[config.mk]
export PLATFORM = sky130hd
export DESIGN_NAME = demux_1_8_tdm_flat
export DESIGN_NICKNAME = d
export VERILOG_FILES = /design/src/rtl/demux_1_8_tdm_pkg.sv /design/src/rtl/demux_1_8_tdm_if.sv /design/src/rtl/demux_slot_counter.sv /design/src/rtl/demux_1_8_tdm.sv /design/src/flat_wrapper.sv
export SDC_FILE = /design/constraint.sdc
export NUM_CORES = 1
export LEC_CHECK = 0
export BUFFER_PORTS_ARGS = -buffer_cell sky130_fd_sc_hd__clkbuf_2
export CORE_ASPECT_RATIO = 0.75
export CORE_UTILIZATION = 49
export CTS_CLUSTER_SIZE = 16
export DETAILED_ROUTE_END_ITERATION = 12
export PLACE_DENSITY = 0.81
export SLEW_MARGIN = 20
export SYNTH_ARGS = -nofsm -noshare
export SYNTH_HDL_FRONTEND = slang
export SYNTH_SLANG_ARGS = --single-unit
[constraint.sdc]
create_clock -name clk -period 2 [get_ports clk]
set_clock_uncertainty 0.15 [all_clocks]
set_input_delay 0.4 -clock clk [delete_from_list [all_inputs] [get_ports clk]]
set_output_delay 0.4 -clock clk [all_outputs]
set_load 0.02 [all_outputs]
[src/rtl/demux_1_8_tdm_pkg.sv]
// demux_1_8_tdm_pkg: shared TDM framing types, also used by the 8:1 mux transmitter for select encoding
package demux_1_8_tdm_pkg;
  localparam int SLOTS = 8;
  typedef logic [2:0] slot_t;
  typedef enum logic {IDLE, COLLECT} state_t;
endpackage

[src/rtl/demux_1_8_tdm_if.sv]
// demux_1_8_tdm_if: TDM receive bus
// slave (demux): takes din/din_valid/sof/frame_ack, drives a..h/frame_valid/slot/sync_err/overrun
// master (link + consumer side): the opposite directions
interface demux_1_8_tdm_if #(parameter int WIDTH = 3);
  logic [WIDTH-1:0] din;
  logic din_valid;
  logic sof;
  logic frame_ack;
  logic [WIDTH-1:0] a, b, c, d, e, f, g, h;
  logic frame_valid;
  demux_1_8_tdm_pkg::slot_t slot;
  logic sync_err;
  logic overrun;
  modport slave (
    input din, din_valid, sof, frame_ack,
    output a, b, c, d, e, f, g, h, frame_valid, slot, sync_err, overrun
  );
  modport master (
    output din, din_valid, sof, frame_ack,
    input a, b, c, d, e, f, g, h, frame_valid, slot, sync_err, overrun
  );
endinterface

[src/rtl/demux_slot_counter.sv]
// demux_slot_counter: 3-bit wrapping slot index, loads 1 on sof, steps on each data word
// ports: clk, rst_n (async low), load, inc, slot (next slot expected), last (slot==7)
module demux_slot_counter
  import demux_1_8_tdm_pkg::*;
(
  input  logic  clk,
  input  logic  rst_n,
  input  logic  load,
  input  logic  inc,
  output slot_t slot,
  output logic  last
);
  always_ff @(posedge clk or negedge rst_n)
    if (!rst_n) slot <= '0;
    else if (load) slot <= slot_t'(1);
    else if (inc) slot <= slot + slot_t'(1);
  assign last = slot == slot_t'(SLOTS - 1);
endmodule

[src/rtl/demux_1_8_tdm.sv]
// demux_1_8_tdm: 1:8 TDM demultiplexer, collects a frame of 8 words and commits it atomically
// ports: clk, rst_n (async low), bus (slave): din/din_valid/sof in, frame_ack in,
//        a..h committed slots 0..7, frame_valid, slot, sync_err pulse, overrun pulse
module demux_1_8_tdm
  import demux_1_8_tdm_pkg::*;
#(
  parameter int WIDTH = 3
) (
  input logic clk,
  input logic rst_n,
  demux_1_8_tdm_if.slave bus
);
  state_t state;
  slot_t slot;
  logic last, load, word, frame_valid, sync_err, overrun;
  // slot 7 is taken straight from din on the commit edge, so only 7 words are buffered
  logic [WIDTH-1:0] shadow [SLOTS-1];
  logic [WIDTH-1:0] out_q [SLOTS];
  assign load = bus.din_valid & bus.sof;
  assign word = bus.din_valid & ~bus.sof & (state == COLLECT);
  demux_slot_counter u_cnt (
    .clk  (clk),
    .rst_n(rst_n),
    .load (load),
    .inc  (word),
    .slot (slot),
    .last (last)
  );
  always_ff @(posedge clk or negedge rst_n)
    if (!rst_n) begin
      state       <= IDLE;
      frame_valid <= 1'b0;
      sync_err    <= 1'b0;
      overrun     <= 1'b0;
      for (int i = 0; i < SLOTS; i++) out_q[i] <= '0;
      for (int i = 0; i < SLOTS - 1; i++) shadow[i] <= '0;
    end else begin
      // framing error: sof mid-frame, or a data word with no frame open
      sync_err    <= bus.din_valid & (bus.sof ? state == COLLECT : state == IDLE);
      // an ack on the commit edge consumes the old frame, so no overrun then
      overrun     <= word & last & frame_valid & ~bus.frame_ack;
      frame_valid <= (word & last) | (frame_valid & ~bus.frame_ack);
      if (load) begin
        shadow[0] <= bus.din;
        state     <= COLLECT;
      end else if (word & last) begin
        for (int i = 0; i < SLOTS - 1; i++) out_q[i] <= shadow[i];
        out_q[SLOTS-1] <= bus.din;
        state          <= IDLE;
      end else if (word) shadow[slot] <= bus.din;
    end
  assign bus.a           = out_q[0];
  assign bus.b           = out_q[1];
  assign bus.c           = out_q[2];
  assign bus.d           = out_q[3];
  assign bus.e           = out_q[4];
  assign bus.f           = out_q[5];
  assign bus.g           = out_q[6];
  assign bus.h           = out_q[7];
  assign bus.frame_valid = frame_valid;
  assign bus.slot        = slot;
  assign bus.sync_err    = sync_err;
  assign bus.overrun     = overrun;
endmodule

[src/flat_wrapper.sv]
// flat-port wrapper written by rule: the top's interface ports become plain ports
module demux_1_8_tdm_flat import demux_1_8_tdm_pkg::*;
#(
  parameter int WIDTH = 3
)
  (clk, rst_n, bus_din, bus_din_valid, bus_sof, bus_frame_ack, bus_a, bus_b, bus_c, bus_d, bus_e, bus_f, bus_g, bus_h, bus_frame_valid, bus_slot, bus_sync_err, bus_overrun);
  demux_1_8_tdm_if #(.WIDTH(WIDTH)) bus_i ();
  input logic clk;
  input logic rst_n;
  input wire logic [$bits(bus_i.din)-1:0] bus_din;
  input wire logic [$bits(bus_i.din_valid)-1:0] bus_din_valid;
  input wire logic [$bits(bus_i.sof)-1:0] bus_sof;
  input wire logic [$bits(bus_i.frame_ack)-1:0] bus_frame_ack;
  output wire logic [$bits(bus_i.a)-1:0] bus_a;
  output wire logic [$bits(bus_i.b)-1:0] bus_b;
  output wire logic [$bits(bus_i.c)-1:0] bus_c;
  output wire logic [$bits(bus_i.d)-1:0] bus_d;
  output wire logic [$bits(bus_i.e)-1:0] bus_e;
  output wire logic [$bits(bus_i.f)-1:0] bus_f;
  output wire logic [$bits(bus_i.g)-1:0] bus_g;
  output wire logic [$bits(bus_i.h)-1:0] bus_h;
  output wire logic [$bits(bus_i.frame_valid)-1:0] bus_frame_valid;
  output wire logic [$bits(bus_i.slot)-1:0] bus_slot;
  output wire logic [$bits(bus_i.sync_err)-1:0] bus_sync_err;
  output wire logic [$bits(bus_i.overrun)-1:0] bus_overrun;
  assign bus_i.din = bus_din;
  assign bus_i.din_valid = bus_din_valid;
  assign bus_i.sof = bus_sof;
  assign bus_i.frame_ack = bus_frame_ack;
  assign bus_a = bus_i.a;
  assign bus_b = bus_i.b;
  assign bus_c = bus_i.c;
  assign bus_d = bus_i.d;
  assign bus_e = bus_i.e;
  assign bus_f = bus_i.f;
  assign bus_g = bus_i.g;
  assign bus_h = bus_i.h;
  assign bus_frame_valid = bus_i.frame_valid;
  assign bus_slot = bus_i.slot;
  assign bus_sync_err = bus_i.sync_err;
  assign bus_overrun = bus_i.overrun;
  demux_1_8_tdm #(.WIDTH(WIDTH)) u_core (.clk(clk), .rst_n(rst_n), .bus(bus_i));
endmodule
* Yosys cells after proc, flatten, opt, wreduce, memory -nomap -nowiden *
Cells that the tools add are included.

operators by class
  $add $sub $neg = 1
  $lt $le $gt $ge = 2
  equal/unequal tests = 2
  muxes and demuxes = 11
  bitwise logic cells = 15
  reduce and logical (&&, ||, !) cells = 6

operator list
  operator             number
  $mux 21              2
  $bwmux 21            1
  $mux 3               4
  $demux 3 s3          1
  $and 1x1->1          8
  $not 1->1            5
  $ge 4x4->1 const B   1
  $lt 4x1->1 const B   1
  $not 3->4            1
  $reduce_and 2->1     2
  $reduce_bool 2->1    2
  $add 3x1->3 const B  1
  $eq 3x3->1 const B   1
  $mux 1               3
  $reduce_and 3->1     1
  $ne 2x1->1 const B   1
  $logic_and 1x1->1    1
  $or 1x1->1           1

storage, ports and cells
  bits in registers = 52
  input bits = 8
  output and inout bits = 30

* Logic depth before layout (Yosys ltp) *
Gate-level depths: netlist of the first run.

  depth in word-level cells = 9
  depth in mapped cells = 5

* Hierarchy *
A second synthesis of the first run with hierarchy kept.

second synthesis, totals
  cell total of the unflattened synthesis = 129
  area, all modules = 2055.7 um2

modules (own cells, without submodules)
  module              instances  cells each  area each (um2)
  demux_1_8_tdm       1          118         1913.1
  demux_slot_counter  1          11          142.6

* Worst setup path before layout of the first run *
Ideal clock, no wire load.

  kind = reg2reg
  start point = reg u_core.u_cnt.slot[1]
  end point = reg u_core.shadow[10] (netlist bit)
  library setup time = 0.125 ns
  data arrival time = 1.874 ns
  required time = 1.725 ns
  path slack = -0.148 ns
  stages on the path, launching flop included = 6
  buffers on the path = 0
  period minus slack after synthesis = 2.148 ns
  cell sequence = dfrtp_1 > ha_1 > ha_1 > and4bb_4 > and4b_4 > mux2_2

on the way
  cells in the longest elaborated chain, start to end = 6
  elaborated cells between the ends (all ways) = 11

RTL lines
  item                                                                   line                      source
  start: declaration                                                     demux_slot_counter.sv:10  output slot_t slot,
  start signal: assignment                                               demux_slot_counter.sv:15  else if (load) slot <= slot_t'(1);
  start signal: assignment                                               demux_slot_counter.sv:16  else if (inc) slot <= slot + slot_t'(1);
  $not 3->4 (not written as such)                                        demux_1_8_tdm.sv:50       end else if (word) shadow[slot] <= bus.din;
  $ge 4x4->1 (not written as such) / $lt 4x1->1 (equally long branches)  demux_1_8_tdm.sv:50
  $logic_and 1x1->1 (not written as such)                                demux_1_8_tdm.sv:50
  $mux 3 (not written as such)                                           demux_1_8_tdm.sv:50
  $demux 3 s3                                                            demux_1_8_tdm.sv:50
  $bwmux 21                                                              demux_1_8_tdm.sv:50
  end signal: indexed assignment                                         demux_1_8_tdm.sv:50
  end: declaration                                                       demux_1_8_tdm.sv:17       logic [WIDTH-1:0] shadow [SLOTS-1];

Parallel ways exist; a longest one is shown, timed or not.
A chain may end at the register's enable or synchronous reset.

* Final worst setup path of the first run *
  start point = reg u_core.u_cnt.slot[1]
  end point = reg u_core.shadow[1] (netlist bit)

Same word-level chain as after synthesis.

==> flow_metrics.py, run 1 <==
metrics = {
    "status": {
        "status": "finished, final reports clean",
    },
    "worst_setup_path": {
        "slowest_delay_ps": 440,
        "rr_startpoint": "u_core.u_cnt.slot[1]",
        "startpoint_type": "flip-flop",
        "cp.arrival_ps": 2010,
        "slowest_stage": "dfrtp_2",
        "cp_cell_sequence": "ha_4 > ha_4 > and4bb_4 > and4b_2 > mux2_2",
        "required_ps": 2050,
        "crit_fanout": 6,
        "r2r_end": "u_core.shadow[1]",
        "r2r_slack_ps": 40,
        "worstSetupEndpointType": "flip-flop",
        "crit_type": "reg -> reg",
        "path_common_cell": "ha_4",
        "r2r_cells": 5,
    },
    "die": {
        "dieWidth_um": 78.21,
        "std_cell_rows": 20,
        "start_util_pct": 52.01,
        "fp.dieArea_um2": 4627,
        "pin_count": 38,
        "core-area_um2": 4104,
        "die_h_um": 59.16,
    },
    "synthesis": {
        "netlist_top_cells_area": "dfrtp_1, mux2_2, mux2_4, and4b_4, a22o_1",
        "syn_nets": 138,
        "seq_area_frac_synth_pct": 60.96,
        "netlist_area_um2": 2135,
        "yosys_warnings": 0,
        "synth.top_cell.area_share_pct": 60.96,
        "netlist.top_cell.by_area": "dfrtp_1",
        "avgSynthCellArea_um2": 16.68,
        "synthDistinctLibCells": 25,
        "ys_ff_latch": 52,
        "syn_inst": 128,
    },
    "timing": {
        "fmax_mhz": 509.5,
        "worstMarginPinSlew_ps": 541.1,
        "hold_violations": 0,
        "setup_tns_ps": 0,
        "slew_headroom_pct": 63.93,
        "maxSlewViolCount": 0,
        "worst_slack_ps": 37.21,
        "rsz0062_at_grt": "no",
        "finalSetupViolCount": 0,
        "hold_ws_ps": 218.7,
        "layout_min_cycle_time_ps": 1963,
        "fin_crit_sh_pct": 98.14,
    },
    "global_route": {
        "grt_first_pass_wirelength_um": 6520,
        "overflow": 0,
        "grt_usage_pct": 19.25,
        "grt_max_degree": 34,
        "antenna_found_initial": 0,
        "grt_pass1_vias": 1314,
    },
    "detailed_routing": {
        "initialDrtViolationCount": 44,
        "drc": 0,
        "wl_per_cell_um": 16.71,
        "first_pass_iters": 4,
        "vias_per_cell": 5.266,
        "ant_nets": 0,
        "wl_um": 3894,
        "vias": 1227,
    },
    "placed_design": {
        "placed_cell_area_um2": 2490,
        "pre_cts_ws_ps": 6.481,
        "hpwlAfterDp_um": 2782,
        "port_buffers": 37,
        "post-place-cells": 224,
        "gp_congestion": 0.7343,
    },
    "final_layout": {
        "drive_gt1_share_pct": 60.11,
        "utilization_pct": 63.75,
        "multi_input_area_um2": 847.1,
        "area_growth_pct": 22.57,
        "n_antenna_cell": 0,
        "fillCellCount": 327,
        "fin_area_um2": 2616,
        "nets": 187,
        "register_area_um2": 1304,
        "layout.cells.non_filler": 233,
    },
    "power": {
        "p_leak_nw": 1.373,
        "power_density_nw_per_um2": 1133,
        "power_mw": 2.965,
        "ir_drop_uv": 580.3,
    },
    "min_path": {
        "timing.hold.worst.class": "in -> reg",
        "hold_start": "bus_frame_ack",
        "worstHoldEndpoint": "u_core.bus.overrun",
        "hold_depth": 3,
    },
    "job": {
        "max-cap-violations": 0,
    },
    "cts": {
        "path_clk_slew_ps": 100,
        "cts-root-buf": "clkbuf_8",
        "clk_latency_ps": 310,
        "htree_levels": 2,
        "cts_buffers": 5,
        "cts_tree": "built",
        "cts_num_sinks": 52,
        "post-cts-setup-buffer-count": 0,
        "clock_path_buffers": 2,
    },
}
## power by group
part / leakage [nW] / total (mW) / internal [mW] / switching (mW)
Sequential: 0.682 / 1.49 / 1.32 / 0.167
Clock: 0.0541 / 0.713 / 0.370 / 0.343
Combinational: 0.637 / 0.761 / 0.414 / 0.347
Total: 1.37 / 2.96 / 2.11 / 0.857
## layout by cell type, fill, tap and decap left out
cell type,instances
dfrtp_1,50
clkbuf_2,37
mux2_2,23
mux2_4,22
clkbuf_8,5
nand2_1,4
buf_4,4
a22o_1,3
buf_12,3
nor2_1,2
and4b_4,2
nor3b_1,2
ha_4,2
dfrtp_2,2
xnor2_1,1
and2_1,1
and3b_4,1
nand2_4,1
nand2b_1,1
and4bb_4,1
and4b_2,1
nand3_1,1
nor4b_1,1
nand3b_1,1
o211ai_1,1
o21ai_0,1
mux2i_1,1
bufinv_16,1
clkinvlp_4,1
clkinv_2,1
dlygate4sd3_1,1
## repair_timing
item	4_1_cts	5_1_grt
hold endpoints to repair	19	0
setup endpoints to repair	1	3
pin swaps	1	0
resized for setup	0	2
hold buffers	1	0
## worst max-delay path, delay by kind of cell, from the launching register on
kind / cells / cell delay (ps)
flip-flops: 1 / 440
multiplexers: 1 / 350
AND/OR/NAND/NOR: 2 / 600
adder cells (fa/ha/maj): 2 / 320
## worst max path at each step
stage / cells after the start / from / end
final: 5 / u_core.u_cnt.slot[1] / u_core.shadow[1]
after global routing: 5 / u_core.u_cnt.slot[1] / u_core.shadow[3]
after CTS: 5 / u_core.u_cnt.slot[1] / u_core.shadow[1]
after detailed placement: 5 / u_core.u_cnt.slot[1] / u_core.shadow[1]
after global placement: 5 / u_core.u_cnt.slot[1] / u_core.shadow[1]
after floorplan: 5 / u_core.u_cnt.slot[1] / u_core.shadow[0]
## final cells by class
| cell class | instances | share of cell area [%] |
|---|---|---|
| clock inverter | 3 | 1.626 |
| timing repair buffer | 45 | 10.90 |
| sequential | 52 | 49.83 |
| tap | 55 | 2.630 |
| multi-input combinational | 73 | 32.38 |
| clock buffer | 5 | 2.630 |
## cell usage after synthesis
library cell	number
and4b_4	2
ha_1	2
mux2_2	26
o211ai_1	1
and4bb_4	1
nand3_1	1
nand3b_1	1
nand2_4	1
mux2_1	1
mux2_4	18
nor3b_1	2
dfrtp_1	52
o21ai_0	1
and4b_1	1
xnor2_1	1
and3b_4	1
nand2_1	4
nor2_1	2
nand2b_1	1
clkbuf_2	1
and2_1	1
buf_6	2
nor4b_1	1
a22o_1	3
mux2i_1	1
## per-layer routing
metal	share of wire, %	track usage [%]	wire (um)
met5	0	0	0
met4	1.2	5.556	48
met3	4.3	6.000	168
met2	49	32.33	1925
met1	45	24.42	1751
## cells by family after synthesis
family	share of synthesized area, %
flip-flops	60.96
multiplexers	27.37
AND/OR/NAND/NOR	6.976
AO/OA/AOI/OAI	1.817
buffers and inverters	1.289
adder cells (fa/ha/maj)	1.172
XOR/XNOR	0.4104
## state kept, by name (all words and copies together), names as in the netlist
name / count
u_core.bus.h: 3
u_core.bus.b: 3
u_core.bus.e: 3
u_core.bus.f: 3
u_core.bus.c: 3
u_core.bus.frame_valid: 1
u_core.bus.overrun: 1
u_core.shadow: 21
u_core.u_cnt.slot: 3
u_core.state: 1
u_core.bus.a: 3
u_core.bus.d: 3
u_core.bus.sync_err: 1
u_core.bus.g: 3
Power figures use the tool's default switching activity.
==> run 2, diff against run 1 <==
- PLACE_DENSITY: 0.81 -> 0.79
==> run 2 against run 1 <==
Against the previous run: critical endpoint unchanged; total power fell by 4.6%; largest cell class unchanged; clock power fell by 17%; hold slack improved by 25 ps.
==> flow_metrics.py, run 2 (synthesized netlist as in run 1, its figures left out) <==
metrics = {
    "cts": {
        "htree_levels": 2,
        "path_clk_slew_ps": 80,
        "cts-root-buf": "clkbuf_8",
        "cts_buffers": 5,
        "clk_latency_ps": 300,
        "cts_tree": "built",
        "clock_path_buffers": 2,
        "cts_num_sinks": 52,
    },
    "timing": {
        "fin_crit_sh_pct": 98.27,
        "setup_tns_ps": 0,
        "worst_slack_ps": 34.54,
        "finalSetupViolCount": 0,
        "hold_violations": 0,
        "slew_headroom_pct": 70.58,
        "layout_min_cycle_time_ps": 1965,
        "worstMarginPinSlew_ps": 441.4,
        "hold_ws_ps": 243.5,
        "rsz0062_at_grt": "yes",
        "maxSlewViolCount": 0,
        "fmax_mhz": 508.8,
    },
    "power": {
        "power_mw": 2.829,
        "switchingPower_mw": 0.8122,
        "power_density_nw_per_um2": 1101,
        "p_leak_nw": 1.349,
        "p_int_mw": 2.017,
        "pwr-share-comb_pct": 26.5,
        "pwr-share-seq_pct": 52.5,
        "clkPwrFrac_pct": 20.9,
        "swShare_pct": 28.71,
        "ir_drop_uv": 632.7,
    },
    "detailed_routing": {
        "wl_um": 3673,
        "wl_per_cell_um": 15.83,
        "first_pass_iters": 4,
        "initialDrtViolationCount": 49,
        "vias": 1211,
        "ant_nets": 0,
        "drc": 0,
        "vias_per_cell": 5.220,
    },
    "die": {
        "std_cell_rows": 20,
        "dieWidth_um": 78.21,
        "fp.dieArea_um2": 4627,
        "start_util_pct": 52.01,
        "core-area_um2": 4104,
        "die_h_um": 59.16,
        "pin_count": 38,
    },
    "placed_design": {
        "pre_cts_ws_ps": -1.717,
        "post-place-cells": 221,
        "hpwlAfterDp_um": 2493,
        "gp_congestion": 0.6750,
        "port_buffers": 37,
    },
    "final_layout": {
        "n_antenna_cell": 0,
        "top_register": "u_core.shadow",
        "area_growth_pct": 20.40,
        "mostFrequentLayoutCell": "dfrtp_1",
        "layout.cells.non_filler": 232,
        "fillCellCount": 336,
        "layout_common_cells": "dfrtp_1, clkbuf_2, mux2_4",
        "largest_register_ffs": 21,
        "nets": 186,
        "drive_gt1_share_pct": 58.76,
    },
    "job": {
        "max-cap-violations": 0,
    },
    "min_path": {
        "timing.hold.worst.class": "in -> reg",
    },
    "global_route": {
        "grtUsageMet1_pct": 23.44,
        "grt_use_met3_pct": 6.308,
        "overflow": 0,
        "grt_usage_pct": 18.32,
        "grt_pass1_vias": 1260,
        "busiest_layer": "met2",
        "grt_use_met2_pct": 29.57,
        "grt_first_pass_wirelength_um": 6141,
        "grt_max_degree": 53,
        "antenna_found_initial": 0,
    },
    "worst_setup_path": {
        "crit_type": "reg -> reg",
        "required_ps": 2040,
        "cp.arrival_ps": 2000,
        "startpoint_type": "flip-flop",
        "crit_fanout": 5,
        "worstSetupEndpointType": "flip-flop",
        "r2r_slack_ps": 30,
    },
    "status": {
        "status": "finished, final reports clean",
    },
}
==> run 2: power groups by stage <==
stage / Combinational (mW) / Clock [mW] / Sequential, mW
final: 0.750 / 0.593 / 1.49
after global placement: 0.723 / 0 / 1.49
after detailed placement: 0.750 / 0 / 1.51
after floorplan: 0.380 / 0 / 1.61
after global routing: 0.813 / 0.672 / 1.52
after CTS: 0.754 / 0.617 / 1.49
==> run 2: routing by layer <==
metal / part of all wire [%] / vias up
met5: 0 / -
li1: - / 557
met3: 4.0 / 5
met4: 0.84 / 0
met2: 48 / 25
met1: 47 / 624
==> run 2: final timing paths <==
kind | start | end | cells after the start
setup / recovery | u_core.u_cnt.slot[1] | u_core.shadow[1] | 5
hold / removal | bus_frame_ack | u_core.bus.overrun | 3
setup reg to reg | u_core.u_cnt.slot[1] | u_core.shadow[1] | 5
hold reg to reg | u_core.shadow[19] | u_core.bus.a[1] | 1
max in group asynchronous | rst_n | u_core.u_cnt.slot[0] | 3
min in group asynchronous | rst_n | u_core.bus.b[1] | 3
==> run 2: what timing repair did <==
item | in CTS | in global routing
pin swaps | 1 | 2
hold buffers | 1 | 0
setup endpoints to repair | 3 | 5
endpoints found under the hold margin | 52 | 0
setup buffers | 0 | 2
resized for setup | 0 | 4
==> run 2: cell type report <==
class | instances | area (um2) | share of cell area [%]
Tap cell | 55 | 68.82 | 2.678
Clock buffer | 8 | 90.09 | 3.505
Multi-Input combinational cell | 73 | 854.6 | 33.25
Sequential cell | 52 | 1304 | 50.73
Timing Repair Buffer | 44 | 252.7 | 9.834
==> run 2: worst max-delay path, cell delays in order (launching register included) <==
cell	delay (ps)
dfrtp_2	430
ha_4	170
ha_4	150
and4bb_4	350
and4b_2	290
mux2_4	310
==> run 2: stage by stage <==
stage,cell area (um2),utilization (%)
after detailed placement,2442,59.51
after global routing,2570,62.62
after CTS,2542,61.95
after global placement,2442,59.51
after floorplan,2173,-
final,2570,62.62
